`config.mk`:
```
export PLATFORM = sky130hd
export DESIGN_NAME = uart_sample_assembler
export DESIGN_NICKNAME = d
export VERILOG_FILES = /design/src/rtl/uart_sample_pkg.sv /design/src/rtl/sample_out_reg.sv /design/src/rtl/uart_sample_assembler.sv
export SDC_FILE = /design/constraint.sdc
export NUM_CORES = 1
export LEC_CHECK = 0
export CAP_MARGIN = 10
export CORE_ASPECT_RATIO = 1.4
export CORE_MARGIN = 3
export CORE_UTILIZATION = 44
export DETAILED_ROUTE_END_ITERATION = 12
export PLACE_DENSITY = 0.67
export SYNTH_ARGS = -nofsm -noshare
export SYNTH_HDL_FRONTEND = slang
export SYNTH_SLANG_ARGS = --single-unit
```
`constraint.sdc`:
```
create_clock -name in_clk -period 2.2 [get_ports in_clk]
set_clock_uncertainty 0.15 [all_clocks]
set_input_delay 0.33 -clock in_clk [delete_from_list [all_inputs] [get_ports in_clk]]
set_output_delay 0.33 -clock in_clk [all_outputs]
set_load 0.02 [all_outputs]
```
`src/rtl/uart_sample_pkg.sv`:
```
// Shared types and helpers for the UART byte-to-sample frame assembler.
package uart_sample_pkg;

    localparam int DROP_W = 16;

    typedef enum logic [1:0] {
        IDLE,
        COLLECT,
        COMMIT
    } state_t;

    function automatic int nbytes(input int bps);
        return (bps + 7) / 8;
    endfunction

endpackage

```
`src/rtl/sample_out_reg.sv`:
```
// Valid/ready output register with load, accept and drop-count decision.
module sample_out_reg
    import uart_sample_pkg::*;
#(
    parameter int W = 48
) (
    input  logic              clk,
    input  logic              rst_n,
    input  logic              clear,
    input  logic              load,
    input  logic [W-1:0]      data,
    input  logic              ready,
    output logic [W-1:0]      frame,
    output logic              valid,
    output logic [DROP_W-1:0] drop_count
);

    logic accept;
    logic room;

    assign accept = valid && ready;
    assign room   = !valid || ready;

    always_ff @(posedge clk or negedge rst_n) begin
        if (!rst_n) begin
            frame      <= '0;
            valid      <= 1'b0;
            drop_count <= '0;
        end else if (clear) begin
            frame <= '0;
            valid <= 1'b0;
        end else if (load) begin
            if (room) begin
                frame <= data;
                valid <= 1'b1;
            end else if (drop_count != '1) begin
                drop_count <= drop_count + DROP_W'(1);
            end
        end else if (accept) begin
            valid <= 1'b0;
        end
    end

endmodule

```
`src/rtl/uart_sample_assembler.sv`:
```
// Packs UART bytes LSB-first into BPS-bit samples and CHANNELS-sample frames,
// with inter-byte timeout resync and back-pressured output register.
module uart_sample_assembler
    import uart_sample_pkg::*;
#(
    parameter int BPS          = 24,
    parameter int CHANNELS     = 2,
    parameter int TIMEOUT_CLKS = 12800
) (
    input  logic                    in_clk,
    input  logic                    in_reset_n,
    input  logic                    in_clear,
    input  logic                    in_uart_ready,
    input  logic [7:0]              in_uart_frame,
    output logic [CHANNELS*BPS-1:0] out_frame,
    output logic                    out_valid,
    input  logic                    in_ready,
    output logic                    out_resync,
    output logic [DROP_W-1:0]       out_drop_count
);

    localparam int NB  = nbytes(BPS);
    localparam int AW  = NB * 8;
    localparam int FW  = CHANNELS * BPS;
    localparam int BIW = $clog2(NB + 1);
    localparam int CIW = $clog2(CHANNELS + 1);
    localparam int IW  = (TIMEOUT_CLKS > 2) ? $clog2(TIMEOUT_CLKS) : 1;

    localparam logic [BIW-1:0] LAST_B = BIW'(NB - 1);
    localparam logic [CIW-1:0] LAST_C = CIW'(CHANNELS - 1);
    localparam logic [IW-1:0]  LAST_I = IW'(TIMEOUT_CLKS - 1);

    state_t         state;
    logic [BIW-1:0] byte_idx;
    logic [CIW-1:0] ch_idx;
    logic [IW-1:0]  idle_cnt;
    logic [AW-1:0]  acc;
    logic [AW-1:0]  acc_ins;
    logic [FW-1:0]  staging;
    logic           byte_ok;

    // A byte coinciding with a clear is deliberately dropped.
    assign byte_ok = in_uart_ready && !in_clear;

    always_comb begin
        acc_ins = acc;
        acc_ins[byte_idx*8 +: 8] = in_uart_frame;
    end

    always_ff @(posedge in_clk or negedge in_reset_n) begin
        if (!in_reset_n) begin
            state      <= IDLE;
            byte_idx   <= '0;
            ch_idx     <= '0;
            idle_cnt   <= '0;
            acc        <= '0;
            staging    <= '0;
            out_resync <= 1'b0;
        end else if (in_clear) begin
            state      <= IDLE;
            byte_idx   <= '0;
            ch_idx     <= '0;
            idle_cnt   <= '0;
            acc        <= '0;
            staging    <= '0;
            out_resync <= 1'b1;
        end else begin
            out_resync <= 1'b0;
            if (byte_ok) begin
                idle_cnt <= '0;
                if (byte_idx == LAST_B) begin
                    byte_idx <= '0;
                    acc      <= '0;
                    staging[ch_idx*BPS +: BPS] <= acc_ins[BPS-1:0];
                    if (ch_idx == LAST_C) begin
                        ch_idx <= '0;
                        state  <= COMMIT;
                    end else begin
                        ch_idx <= ch_idx + CIW'(1);
                        state  <= COLLECT;
                    end
                end else begin
                    byte_idx <= byte_idx + BIW'(1);
                    acc      <= acc_ins;
                    state    <= COLLECT;
                end
            end else begin
                if (idle_cnt != LAST_I) begin
                    idle_cnt <= idle_cnt + IW'(1);
                end
                if (state == COLLECT && idle_cnt == LAST_I) begin
                    state      <= IDLE;
                    byte_idx   <= '0;
                    ch_idx     <= '0;
                    acc        <= '0;
                    out_resync <= 1'b1;
                end else if (state == COMMIT) begin
                    state <= IDLE;
                end
            end
        end
    end

    sample_out_reg #(
        .W(FW)
    ) u_out (
        .clk        (in_clk),
        .rst_n      (in_reset_n),
        .clear      (in_clear),
        .load       (state == COMMIT),
        .data       (staging),
        .ready      (in_ready),
        .frame      (out_frame),
        .valid      (out_valid),
        .drop_count (out_drop_count)
    );

endmodule

```
==> flow_metrics.tcl, run 1 <==
set metrics [dict create \
    via_count 5865 \
    first_pass_iters 5 \
    status "complete, no violations" \
    grt_max_degree 49 \
    die_area_um2 18300 \
    syn_nets 729 \
    die_x_um 115 \
    htree_num_levels 4 \
    synth_area_um2 7330 \
    wl_per_cell_um 18.9 \
    crit_slowest_cell "dfrtp_1" \
    grt_pass1_vias 6098 \
    drt-initial-drc-count 499 \
    root_buffer "clkbuf_16" \
    yosysMostFrequentCell "dfrtp_1" \
    io_buffers 78 \
    path_delay_family "simple AND/OR/NAND/NOR gates" \
    max_slew_margin 0.392 \
    setup_viol 0 \
    synth_edf_count 0 \
    layout.nets 845 \
    placementRows 55 \
    syn2layout_area_growth_pct 26.5 \
    grt_overflow 0 \
    use_met3 0.0441 \
    grt_first_pass_wirelength_um 31500 \
    cp_data_required_time_ps 2380 \
    power.density_nw_per_um2 676 \
    yosysWarnings 0 \
    grt.busiest_layer "met2" \
    ys_types 55 \
    syn_area_per_cell_um2 10.4 \
    holdCritStartpoint "in_clear" \
    met1_usage 0.270 \
    synth_common_cells "dfrtp_1, nand2_1, a21oi_1" \
    critPathKind "flop to flop" \
    drcViolationCount 0 \
    ys.flop_type "dfrtp_1" \
    diodes 0 \
    cts.sinks 158 \
    cp-startpoint "ch_idx[1]" \
    ioPinCount 79 \
    numCtsBuffers 17 \
    synth_seq_cells 158 \
    hold_path.class "input port to flop" \
    start_util 0.451 \
    r2r-start "ch_idx[1]" \
    max-cap-violations 0 \
    synth_top_cell_area_share 0.540 \
    track_usage 0.221 \
    worstPathArrival_ps 2280 \
    fin_crit_ps 2100 \
    vias_per_cell 5.70 \
    design_area_um2 9270 \
    cts_tree "yes" \
    worstPathCellList "inv_1 > ha_1 > nor2b_1 > and3_1 > nand2_1 > o221ai_1" \
    preCtsSetupSlack_ps -73.3 \
    p_leak_nw 4.04 \
    ant_nets 0 \
    peakVddDrop_uv 487 \
    drive_gt1_frac 0.139 \
    wl_um 19400 \
    clk_pin_slew_ps 60 \
    antenna_found_initial 0 \
    synthTopCellsByArea "dfrtp_1, nand2_1, a21oi_1, o2bb2ai_1, ha_1" \
    tightest_slew_ps 908 \
    clk_path_buf_depth 2 \
    synthArstFlopShare 1.00 \
    cp-end-kind "flop" \
    period_share 0.953 \
    fmax_mhz 477 \
    synth_top_area_cell "dfrtp_1" \
    max_stage_delay_ps 410 \
    place_congestion 0.928 \
    netlist_instances 703 \
    startpoint_type "flop" \
    yosysSeqAreaShare 0.540 \
    grt.met2_usage 0.383 \
    core-area_um2 16200 \
    cp_max_fo 8 \
    finalSetupTns_ps 0 \
    final.setup.worst_slack_ps 103 \
    clock_latency_ps 430 \
    slew_viol_final 0 \
    die_y_um 159 \
    place_area_um2 8650 \
    cp_num_buf_inv 1 \
    hold_viol_final 0 \
    dp_hpwl_um 14200 \
]
registers in the layout, indices dropped and copies added (netlist names):
| name | count |
|---|---|
| acc | 24 |
| u_out.valid | 1 |
| state | 2 |
| u_out.drop_count | 16 |
| staging | 48 |
| byte_idx | 2 |
| u_out.frame | 48 |
| ch_idx | 2 |
| out_resync | 1 |
| idle_cnt | 14 |
cells in the final DEF (no fill, tap or decap), types with 11 or more instances in the layout:
master / n
nand3_1: 11
buf_4: 50
inv_1: 12
nor2b_1: 21
mux2i_1: 16
nand2_1: 144
dfrtp_1: 158
a21oi_1: 71
ha_1: 11
o2bb2ai_1: 24
clkdlybuf4s50_1: 76
o21ai_0: 32
clkbuf_16: 17
a22o_1: 18
per-layer routing:
metal	wire length [um]	vias to the layer above
met5	0	-
met4	599	0
met3	752	42
met2	9950	167
met1	8090	2923
li1	-	2733
report_power, final:
part / leakage, nW / internal [mW] / switching [mW] / total (mW)
Combinational: 1.58 / 0.147 / 0.261 / 0.408
Sequential: 2.19 / 2.92 / 0.0131 / 2.94
Clock: 0.275 / 1.77 / 1.15 / 2.92
logic make-up after synthesis:
| group | after synthesis | share of synthesized area |
|---|---|---|
| simple gates | 259 | 0.183 |
| compound gates | 187 | 0.176 |
| flops | 158 | 0.540 |
| buf+inv | 50 | 0.0333 |
| xor+xnor | 18 | 0.0215 |
| mux | 18 | 0.0249 |
| fa+ha+maj | 13 | 0.0222 |
cell type report:
class | count | area [um^2]
fillers | 1420 | 6970
well taps | 199 | 249
repair buffers | 135 | 1280
multi-input cells | 495 | 3160
inverters | 12 | 45.0
flip-flops and latches | 158 | 3950
clock inverters | 11 | 145
clock buffers | 19 | 433
stage by stage:
step / total power [mW] / hold slack (ps) / util / std cells
after floorplan: 3.17 / -116 / - / 703
after global placement: 3.38 / 109 / 0.533 / 998
after detailed placement: 3.39 / 116 / 0.533 / 998
after CTS: 6.31 / 111 / 0.569 / 1029
after global routing: 6.48 / 140 / 0.571 / 1029
final: 6.26 / 137 / 0.571 / 1029
worst paths after layout:
path,depth (start not counted),endpoint,slack [ps]
max in group asynchronous,3,staging[16],940
hold reg to reg,2,staging[41],330
setup reg to reg,6,staging[26],100
hold / removal,2,u_out.valid,140
setup / recovery,6,staging[26],100
min in group asynchronous,2,idle_cnt[8],230
timing repair:
action / 4_1_cts / 5_1_grt
resized for setup: 2 / 3
endpoints found under the hold margin: 36 / 0
hold buffers: 1 / 0
setup buffers: 0 / 0
endpoints found under the setup margin: 4 / 16
(Power assumes the default switching activity.)
==> inputs of run 2 (changes only) <==
GPL_TIMING_DRIVEN = 0   (was default)
==> run 2 against run 1 <==
Non-clock buffer count decreased by 5; setup slack worse by 45 ps; die area is the same; via count down 0.14%; sequential share of layout area barely moved; hold slack better by 180 ps.
==> flow_metrics.tcl, run 2 (same netlist as run 1, synthesis figures left out) <==
set metrics [dict create \
    status "complete, no violations" \
    fill_cells 1369 \
    final_common_cell "dfrtp_1" \
    ant_nets 0 \
    finalPower_mw 6.18 \
    antenna_found_initial 0 \
    top_regs "staging: 48 flops, u_out.frame: 48 flops, acc: 24 flops" \
    final_util 0.570 \
    via_count 5857 \
    core-area_um2 16200 \
    clock_latency_ps 430 \
    io_buffers 78 \
    r2r_setup_slack_ps 60 \
    clk_path_buf_depth 2 \
    die_area_um2 18300 \
    first_pass_iters 4 \
    sw_frac_of_total 0.248 \
    grt_max_degree 87 \
    die_x_um 115 \
    worstPathCellList "inv_1 > buf_8 > ha_1 > nor2b_2 > nand4_1 > buf_4 > or2_2 > o211ai_1" \
    cts.sinks 158 \
    hold_path.class "input port to async pin" \
    grt_first_pass_wirelength_um 31100 \
    max_slew_margin 0.468 \
    die_y_um 159 \
    place_congestion 0.897 \
    p_leak_nw 3.98 \
    cts_tree "yes" \
    layout_common_cells "dfrtp_1, nand2_1, clkdlybuf4s50_1" \
    power.density_nw_per_um2 668 \
    peakVddDrop_uv 547 \
    wl_um 19400 \
    placementRows 55 \
    p_int_mw 4.65 \
    diodes 0 \
    slew_viol_final 0 \
    setup_viol 0 \
    grt_pass1_vias 5942 \
    startpoint_type "flop" \
    wl_per_cell_um 18.9 \
    dp_hpwl_um 14000 \
    fmax_mhz 467 \
    cp_num_buf_inv 3 \
    period_share 0.974 \
    track_usage 0.220 \
    seqPwrFrac 0.475 \
    cp-end-kind "flop" \
    ioPinCount 79 \
    cp_max_fo 13 \
    drive_gt1_frac 0.150 \
    cp_data_required_time_ps 2390 \
    max_stage_delay_ps 370 \
    hold_viol_final 0 \
    htree_num_levels 4 \
    clkPwrFrac 0.463 \
    path_delay_family "simple AND/OR/NAND/NOR gates" \
    critPathKind "flop to flop" \
    pwr-share-comb 0.062 \
    switchingPower_mw 1.53 \
    layout.nets 840 \
    tightest_slew_ps 794 \
    max-cap-violations 0 \
    clk_pin_slew_ps 60 \
    drt-initial-drc-count 591 \
    crit_slowest_cell "dfrtp_1" \
    worstPathArrival_ps 2330 \
    grt_overflow 0 \
    drcViolationCount 0 \
    numCtsBuffers 17 \
    start_util 0.451 \
    root_buffer "clkbuf_16" \
    syn2layout_area_growth_pct 26.4 \
    vias_per_cell 5.71 \
    fin_crit_ps 2140 \
]
run 2: timing repair:
action | 4_1_cts | 5_1_grt
gates resized for setup | 35 | 19
endpoints found under the hold margin | 72 | 0
setup endpoints to repair | 68 | 68
buffers inserted | 11 | 4
hold buffers | 1 | 0
pin swaps | 7 | 3
run 2: metal layers:
layer | track usage | part of all wire | routed length (um)
met5 | 0 | 0 | 0
met4 | 0.0822 | 0.029 | 560
met3 | 0.0441 | 0.040 | 776
met2 | 0.376 | 0.52 | 10000
met1 | 0.275 | 0.41 | 8030
run 2: metrics by stage:
step                instance area [um^2]  worst slack (ps)  instances  setup TNS, ps  hold slack (ps)
finish                              9260              57.9       1026              0              321
global placement                    8360             -5430        980        -870760              313
floorplan                           7330               112        703              0             -116
CTS                                 9210              11.6       1025              0              334
global route                        9260             -32.3       1026          -51.0              355
detailed placement                  8390              -405        981         -15810              240
run 2: area by class of cell:
type                       instances  area, um^2  area share
tap                              199         249      0.0269
inverter                          12        47.5     0.00513
buffer                            35         213      0.0230
timing repair buffer              95         932       0.101
clock inverter                    14         133      0.0143
multi-input combinational        495        3290       0.356
clock buffer                      18         439      0.0474
sequential                       158        3960       0.427
run 2: worst register-to-register path, stage by stage (launching register included):
cell and delay [ps]:
dfrtp_1 370, inv_1 90, buf_8 170, ha_1 360, nor2b_2 210, nand4_1 170, buf_4 190, or2_2 270
o211ai_1 90
run 2: worst paths after layout:
check | cells after the start | startpoint | to
setup / recovery | 8 | ch_idx[0] | staging[24]
hold / removal | 2 | in_reset_n | idle_cnt[8]
setup reg to reg | 8 | ch_idx[0] | staging[24]
hold reg to reg | 1 | acc[13] | acc[13]
max in group asynchronous | 3 | in_reset_n | byte_idx[0]
min in group in_clk | 1 | acc[13] | acc[13]
run 2: power by group through the flow:
stage	Clock (mW)	Combinational [mW]	Sequential [mW]
after floorplan	0	0.175	2.99
after global placement	0	0.329	2.99
after detailed placement	0	0.344	2.99
after CTS	2.90	0.379	2.94
after global routing	3.02	0.420	2.94
final	2.86	0.383	2.94
